<file path="config.mk">
export PLATFORM = sky130hd
export DESIGN_NAME = axil_stat_regs
export DESIGN_NICKNAME = d
export VERILOG_FILES = /design/src/rtl/axil_stat_regs.sv
export SDC_FILE = /design/constraint.sdc
export NUM_CORES = 1
export LEC_CHECK = 0
export CELL_PAD_IN_SITES_DETAIL_PLACEMENT = 0
export CELL_PAD_IN_SITES_GLOBAL_PLACEMENT = 1
export CORE_ASPECT_RATIO = 0.6
export CORE_MARGIN = 5
export CORE_UTILIZATION = 28
export DETAILED_ROUTE_END_ITERATION = 16
export PLACE_DENSITY_LB_ADDON = 0.1
export SYNTH_ARGS = -nofsm -noshare
export SYNTH_HDL_FRONTEND = slang
export SYNTH_SLANG_ARGS = --single-unit
</file>
<file path="constraint.sdc">
create_clock -name clk -period 5.45 [get_ports clk]
set_input_delay 1.09 -clock clk [delete_from_list [all_inputs] [get_ports clk]]
set_output_delay 1.09 -clock clk [all_outputs]
set_load 0.05 [all_outputs]
</file>
<file path="src/rtl/axil_stat_regs.sv">
`default_nettype none
// ============================================================================
// Module   : axil_stat_regs
// Purpose  : AXI4-Lite register block with RW control registers, a
//            write-1-pulse register, a read-only ID register and 64-bit
//            read-only status counters read through a low/high shadow
//            scheme. The shadow scheme keeps a 64-bit read coherent.
//
// Address map (decoded on addr[7:2], addr[1:0] ignored):
//   0x00        ID      (RO, returns VERSION)
//   0x08        PULSE   (WO, reads 0)
//   0x10 + 4i   CTRL i  (RW, byte-masked by wstrb)
//   0x40 + 8j   STAT j low word  (RO, also captures high word into shadow j)
//   0x44 + 8j   STAT j high word (RO, returns shadow j)
//
// Ports:
//   clk, rst           sole clock, synchronous active-high reset
//   s_axil_aw*/w*/b*   AXI4-Lite write channels (8-bit address, 32-bit data)
//   s_axil_ar*/r*      AXI4-Lite read channels
//   ctrl_out           control register contents, reg i at [32i+31:32i]
//   pulse_out          one-cycle pulse outputs from PULSE writes
//   stat_in            live counters, counter j at [64j+63:64j]
//
// Configuration:
//   AXIL_STAT_REGS_SLVERR_EN  when defined, unmapped reads return SLVERR and
//                             writes to unmapped or RO addresses return
//                             SLVERR. When undefined, all responses are OKAY.
//
// Parameters: NUM_CTRL (1..8), NUM_STAT (1..16), CTRL_RESET, VERSION.
//
// Revision : 1.0 - initial release
// ============================================================================
module axil_stat_regs #(
  parameter int          NUM_CTRL   = 2,
  parameter int          NUM_STAT   = 8,
  parameter logic [31:0] CTRL_RESET = 32'h1,
  parameter logic [31:0] VERSION    = 32'h0002_0000
) (
  input  logic                     clk,
  input  logic                     rst,
  // write address channel
  input  logic [7:0]               s_axil_awaddr,
  input  logic                     s_axil_awvalid,
  output logic                     s_axil_awready,
  // write data channel
  input  logic [31:0]              s_axil_wdata,
  input  logic [3:0]               s_axil_wstrb,
  input  logic                     s_axil_wvalid,
  output logic                     s_axil_wready,
  // write response channel
  output logic [1:0]               s_axil_bresp,
  output logic                     s_axil_bvalid,
  input  logic                     s_axil_bready,
  // read address channel
  input  logic [7:0]               s_axil_araddr,
  input  logic                     s_axil_arvalid,
  output logic                     s_axil_arready,
  // read data channel
  output logic [31:0]              s_axil_rdata,
  output logic [1:0]               s_axil_rresp,
  output logic                     s_axil_rvalid,
  input  logic                     s_axil_rready,
  // register side
  output logic [NUM_CTRL*32-1:0]   ctrl_out,
  output logic [31:0]              pulse_out,
  input  logic [NUM_STAT*64-1:0]   stat_in
);

`ifdef AXIL_STAT_REGS_SLVERR_EN
  localparam logic c_slverr_en = 1'b1;
`else
  localparam logic c_slverr_en = 1'b0;
`endif

  // Word indices (address bits [7:2])
  localparam logic [5:0] c_idx_id    = 6'd0;
  localparam logic [5:0] c_idx_pulse = 6'd2;
  localparam int         c_ctrl_base = 4;
  localparam int         c_stat_base = 16;

  localparam logic [1:0] c_resp_okay   = 2'b00;
  localparam logic [1:0] c_resp_slverr = 2'b10;

  typedef enum logic [0:0] {W_IDLE = 1'b0, W_RESP = 1'b1} wr_state_t;
  typedef enum logic [0:0] {R_IDLE = 1'b0, R_DATA = 1'b1} rd_state_t;

  // --------------------------------------------------------------------------
  // State
  // --------------------------------------------------------------------------
  wr_state_t            r_wstate;
  logic                 r_aw_held;
  logic [5:0]           r_aw_idx;
  logic                 r_w_held;
  logic [31:0]          r_wdata;
  logic [3:0]           r_wstrb;
  logic                 r_bvalid;
  logic [1:0]           r_bresp;
  logic [31:0]          r_pulse;
  logic [31:0]          r_ctrl   [NUM_CTRL];

  logic [NUM_STAT*64-1:0] r_stat;
  logic [31:0]          r_shadow [NUM_STAT];

  rd_state_t            r_rstate;
  logic                 r_rvalid;
  logic [31:0]          r_rdata;
  logic [1:0]           r_rresp;

  // --------------------------------------------------------------------------
  // Combinational decode
  // --------------------------------------------------------------------------
  logic                 w_aw_hs;
  logic                 w_w_hs;
  logic                 w_ar_hs;
  logic                 w_wr_fire;
  logic                 w_wr_ok;
  logic [31:0]          w_wr_mask;
  logic [5:0]           w_rd_idx;
  logic [31:0]          w_rd_data;
  logic                 w_rd_err;
  logic                 w_unused;

  // Address byte-offset bits carry no meaning in a word-addressed map.
  assign w_unused = &{1'b0, s_axil_awaddr[1:0], s_axil_araddr[1:0]};

  // Readies are forced low while rst is high so nothing is accepted during
  // reset; they come up in the first cycle rst is low.
  assign s_axil_awready = !rst && (r_wstate == W_IDLE) && !r_aw_held;
  assign s_axil_wready  = !rst && (r_wstate == W_IDLE) && !r_w_held;
  assign s_axil_arready = !rst && (r_rstate == R_IDLE);

  assign w_aw_hs   = s_axil_awvalid && s_axil_awready;
  assign w_w_hs    = s_axil_wvalid  && s_axil_wready;
  assign w_ar_hs   = s_axil_arvalid && s_axil_arready;
  assign w_wr_fire = (r_wstate == W_IDLE) && r_aw_held && r_w_held;

  assign w_wr_mask = {{8{r_wstrb[3]}}, {8{r_wstrb[2]}},
                      {8{r_wstrb[1]}}, {8{r_wstrb[0]}}};

  // A write is "ok" only for addresses that accept writes (PULSE, CTRL).
  always_comb begin
    w_wr_ok = (r_aw_idx == c_idx_pulse);
    for (int i = 0; i < NUM_CTRL; i++) begin
      if (r_aw_idx == 6'(c_ctrl_base + i)) w_wr_ok = 1'b1;
    end
  end

  assign w_rd_idx = s_axil_araddr[7:2];

  // Read mux; anything not matched below is unmapped and reads as zero.
  always_comb begin
    w_rd_data = 32'h0;
    w_rd_err  = 1'b1;
    if (w_rd_idx == c_idx_id) begin
      w_rd_data = VERSION;
      w_rd_err  = 1'b0;
    end
    if (w_rd_idx == c_idx_pulse) begin
      w_rd_err  = 1'b0;
    end
    for (int i = 0; i < NUM_CTRL; i++) begin
      if (w_rd_idx == 6'(c_ctrl_base + i)) begin
        w_rd_data = r_ctrl[i];
        w_rd_err  = 1'b0;
      end
    end
    for (int j = 0; j < NUM_STAT; j++) begin
      if (w_rd_idx == 6'(c_stat_base + 2*j)) begin
        w_rd_data = r_stat[j*64 +: 32];
        w_rd_err  = 1'b0;
      end
      if (w_rd_idx == 6'(c_stat_base + 2*j + 1)) begin
        w_rd_data = r_shadow[j];
        w_rd_err  = 1'b0;
      end
    end
  end

  // --------------------------------------------------------------------------
  // Write channel FSM, control registers and pulse register
  // --------------------------------------------------------------------------
  always_ff @(posedge clk) begin
    if (rst) begin
      r_wstate  <= W_IDLE;
      r_aw_held <= 1'b0;
      r_aw_idx  <= 6'h0;
      r_w_held  <= 1'b0;
      r_wdata   <= 32'h0;
      r_wstrb   <= 4'h0;
      r_bvalid  <= 1'b0;
      r_bresp   <= c_resp_okay;
      r_pulse   <= 32'h0;
      for (int i = 0; i < NUM_CTRL; i++) r_ctrl[i] <= CTRL_RESET;
    end else begin
      // Pulse lasts exactly one cycle unless a new PULSE write lands.
      r_pulse <= 32'h0;
      case (r_wstate)
        W_IDLE: begin
          if (w_aw_hs) begin
            r_aw_held <= 1'b1;
            r_aw_idx  <= s_axil_awaddr[7:2];
          end
          if (w_w_hs) begin
            r_w_held <= 1'b1;
            r_wdata  <= s_axil_wdata;
            r_wstrb  <= s_axil_wstrb;
          end
          if (w_wr_fire) begin
            for (int i = 0; i < NUM_CTRL; i++) begin
              if (r_aw_idx == 6'(c_ctrl_base + i)) begin
                r_ctrl[i] <= (r_ctrl[i] & ~w_wr_mask) | (r_wdata & w_wr_mask);
              end
            end
            if (r_aw_idx == c_idx_pulse) r_pulse <= r_wdata & w_wr_mask;
            r_aw_held <= 1'b0;
            r_w_held  <= 1'b0;
            r_bvalid  <= 1'b1;
            r_bresp   <= (c_slverr_en && !w_wr_ok) ? c_resp_slverr : c_resp_okay;
            r_wstate  <= W_RESP;
          end
        end
        W_RESP: begin
          if (s_axil_bready) begin
            r_bvalid <= 1'b0;
            r_bresp  <= c_resp_okay;
            r_wstate <= W_IDLE;
          end
        end
        default: r_wstate <= W_IDLE;
      endcase
    end
  end

  // --------------------------------------------------------------------------
  // Status sampling, read channel FSM and shadow capture
  // --------------------------------------------------------------------------
  always_ff @(posedge clk) begin
    if (rst) begin
      r_stat   <= '0;
      r_rstate <= R_IDLE;
      r_rvalid <= 1'b0;
      r_rdata  <= 32'h0;
      r_rresp  <= c_resp_okay;
      for (int j = 0; j < NUM_STAT; j++) r_shadow[j] <= 32'h0;
    end else begin
      r_stat <= stat_in;
      case (r_rstate)
        R_IDLE: begin
          if (w_ar_hs) begin
            r_rdata  <= w_rd_data;
            r_rresp  <= (c_slverr_en && w_rd_err) ? c_resp_slverr : c_resp_okay;
            r_rvalid <= 1'b1;
            r_rstate <= R_DATA;
            // Low-word read freezes the matching high word so that a later
            // high-word read returns a value coherent with this low word.
            for (int j = 0; j < NUM_STAT; j++) begin
              if (w_rd_idx == 6'(c_stat_base + 2*j)) begin
                r_shadow[j] <= r_stat[j*64+32 +: 32];
              end
            end
          end
        end
        R_DATA: begin
          if (s_axil_rready) begin
            r_rvalid <= 1'b0;
            r_rstate <= R_IDLE;
          end
        end
        default: r_rstate <= R_IDLE;
      endcase
    end
  end

  // --------------------------------------------------------------------------
  // Outputs
  // --------------------------------------------------------------------------
  assign s_axil_bvalid = r_bvalid;
  assign s_axil_bresp  = r_bresp;
  assign s_axil_rvalid = r_rvalid;
  assign s_axil_rdata  = r_rdata;
  assign s_axil_rresp  = r_rresp;
  assign pulse_out     = r_pulse;

  for (genvar gi = 0; gi < NUM_CTRL; gi++) begin : g_ctrl_out
    assign ctrl_out[gi*32 +: 32] = r_ctrl[gi];
  end

endmodule
`default_nettype wire

</file>
==> metrics.csv <==
stage;metric;value;unit
logic_synthesis;synth_flop_cell;dfxtp_1;
setup_path;r2r-start;r_ctrl[0][17]$_SDFFCE_PN0P_;
sta;post-route-period-util;77.12;%
global_route;grt_pass1_wl;221400;um
drt;firstDrtPassIters;5;
floorplanning;die_w;472.1;um
cts;post_cts_buffers;0;
cells_and_area;most-common-layout-cells;clkdlybuf4s50_1, dfxtp_1, nor2b_1;
sta;drv_slew;0;
sta;final_critical_path_setup_slack;1247;ps
logic_synthesis;yosys_warnings;0;
sta;clock_skew;25.29;ps
placed_design;io_buffers;699;
sta;setup_viol;0;
sta;fin_crit;4203;ps
placed_design;hpwl;122700;um
setup_path;worstPathRequired;6100;ps
drt;ant_nets;0;
setup_path;cp_data_arrival_time;4850;ps
logic_synthesis;synth-async-reset-ratio;0;%
min_path;min_path_type;reg2reg;
cts;htree_levels;3;
floorplanning;start_util;28.27;%
outcome;status;complete, no violations;
floorplanning;num_rows;101;
drt;drt-initial-drc-count;2036;
drt;via_per_inst;4.752;
cells_and_area;fin_nets;4446;
logic_synthesis;syn_area_per_cell;11.09;um^2
logic_synthesis;syn-instance-count;3233;
flow_run;drv_cap;0;
drt;wl_per_cell;28.83;um
placed_design;post_dp_cell_area;44780;um^2
min_path;whs_path_depth;2;
floorplanning;io_pins;708;
drt;routed_wl;163600;um
drt;drc;0;
pwr;vdd_ir_drop_max;248.5;uV
cells_and_area;drive_gt1_share;10.23;%
logic_synthesis;synth_cell_types;81;
cts;path_clk_slew;60;ps
cells_and_area;design_area;48180;um^2
setup_path;cp-end-kind;flip-flop;
min_path;whs_endpoint;r_wdata[14]$_SDFFE_PP0P_;
floorplanning;coreArea;126900;um^2
setup_path;start_kind;primary input;
cells_and_area;final_common_cell;clkdlybuf4s50_1;
sta;hold_viol;0;
sta;whs;453.6;ps
logic_synthesis;ys_seq_area_share;61.62;%
setup_path;crit_fanout;18;
global_route;grt.overflow.total;0;
cts;tritoncts;done;
drt;dr_total_vias;26960;
pwr;p_total;16.42;mW
floorplanning;die_area;135600;um^2
sta;worstMarginPinSlew;1405;ps
global_route;grt_antenna_before_repair;38;
cts;cts-root-buf;clkbuf_16;
logic_synthesis;ys_ff_latch;944;
cts;cts_hold_buf;0;
global_route;grt_pass1_vias;27350;
cts;cts_buffer_depth;3;
sta;rsz0062_at_grt;no;
floorplanning;die_h;287.2;um
placed_design;dp_slack;560.4;ps
logic_synthesis;synth_area;35870;um^2
cts;cts.repair.resized;0;
logic_synthesis;synth_edf_count;320;
min_path;hold_start;r_wdata[14]$_SDFFE_PP0P_;
cells_and_area;synthToLayoutAreaGrowth;34.34;%
sta;fmax;0.2379;GHz
cts;clkSinkCount;944;
sta;tns;0;ps
global_route;track_usage;23.31;%
global_route;grt_max_degree;152;
setup_path;reg2reg_setup_slack;2490;ps
pwr;leakage;17.87;nW
setup_path;r2r_end;s_axil_rdata[17]$_SDFFE_PP0P_;
cts;clock_latency;710;ps
pwr;power.density;340.7;nW/um^2
cts;cts_buffers;97;
placed_design;place.gp.congestion;0.8528;
setup_path;critPathKind;in2reg;
setup_path;rr_worst_depth;7;
sta;max_slew_margin;3.939;%
cells by family (layout without fill, tap and decap cells):
group                  count (synthesis)  after routing  share of synthesized area, %
AOI/OAI and AO/OA                    652            652                         11.97
buffers and inverters                274            998                         3.454
DFF                                  944            944                         61.62
muxes                                 81             81                         2.634
other                                  1             19                       0.01046
and+or+nand+nor                     1281           1281                         20.32
where the power goes:
group          leakage, nW  switching, mW  internal [mW]  total [mW]
logic                 7.75          0.844          0.708        1.55
registers             8.45          0.160           7.60        7.76
clock network         1.67           3.06           4.05        7.11
state kept, by name (all words and copies together), names as in the netlist:
register / cells
r_wstrb: 4
pulse_out: 32
r_aw_idx: 6
r_stat: 512
r_aw_held: 1
s_axil_rdata: 32
r_shadow: 256
r_wdata: 32
r_ctrl: 64
s_axil_bvalid: 1
r_w_held: 1
r_wstate: 1
s_axil_rvalid: 1
r_rstate: 1
layer usage:
layer	track usage (%)	up-vias	part of all wire [%]
met5	0	-	0.079
met4	4.582	22	1.8
met3	5.242	172	6.1
met2	37.52	768	46
met1	32.31	13480	46
li1	-	12520	-
per-stage QoR:
step / cells / util (%)
floorplan: 3236 / -
global placement: 5475 / 35.29
detailed placement: 5475 / 35.29
CTS: 5659 / 37.95
global route: 5667 / 37.96
finish: 5674 / 37.98
area by class of cell:
type                            count  area (um^2)
Multi-Input combinational cell   2018        12660
Timing Repair Buffer              797         7830
Antenna cell                       15        37.54
Inverter                           17        63.81
Sequential cell                   944        22100
Tap cell                         1699         2126
Clock inverter                     47        437.9
Clock buffer                      137         2927
Fill cell                       12730        78690
critical path, stage by stage:
cell and delay [ps]:
clkdlybuf4s50_1 810, or4b_2 890, nor2_4 440, a221o_1 270, a2111oi_0 180, a2111oi_2 880
a221o_1 260
synth_stat cells, types with 21 or more instances:
| cell type | number | share of area, % |
|---|---|---|
| dfxtp_1 | 624 | 35 |
| mux2_2 | 37 | 1.2 |
| a31oi_1 | 21 | 0.37 |
| clkbuf_1 | 179 | 1.9 |
| o22ai_1 | 29 | 0.51 |
| o21ai_0 | 120 | 1.7 |
| nor2_1 | 141 | 1.5 |
| a221oi_1 | 23 | 0.56 |
| a21oi_2 | 61 | 1.5 |
| and3_1 | 136 | 2.4 |
| and2_1 | 67 | 1.2 |
| mux2i_1 | 37 | 1.0 |
| o221ai_1 | 30 | 0.73 |
| nand2b_1 | 86 | 1.5 |
| nand2_1 | 174 | 1.8 |
| edfxtp_1 | 320 | 27 |
| nor2b_1 | 593 | 10 |
| a21oi_1 | 201 | 2.8 |
| buf_2 | 45 | 0.63 |
worst max path at each step:
stage	startpoint	to	slack, ps
floorplan	s_axil_araddr[7]	r_shadow[1][64]$_SDFFCE_PP0P_	1500
global placement	s_axil_araddr[6]	s_axil_rdata[27]$_SDFFE_PP0P_	590
detailed placement	s_axil_araddr[6]	s_axil_rdata[27]$_SDFFE_PP0P_	560
CTS	s_axil_araddr[6]	s_axil_rdata[27]$_SDFFE_PP0P_	1320
global route	s_axil_araddr[6]	s_axil_rdata[27]$_SDFFE_PP0P_	1190
finish	s_axil_araddr[6]	s_axil_rdata[27]$_SDFFE_PP0P_	1250
No activity file was read; power rests on OpenSTA's default activity.
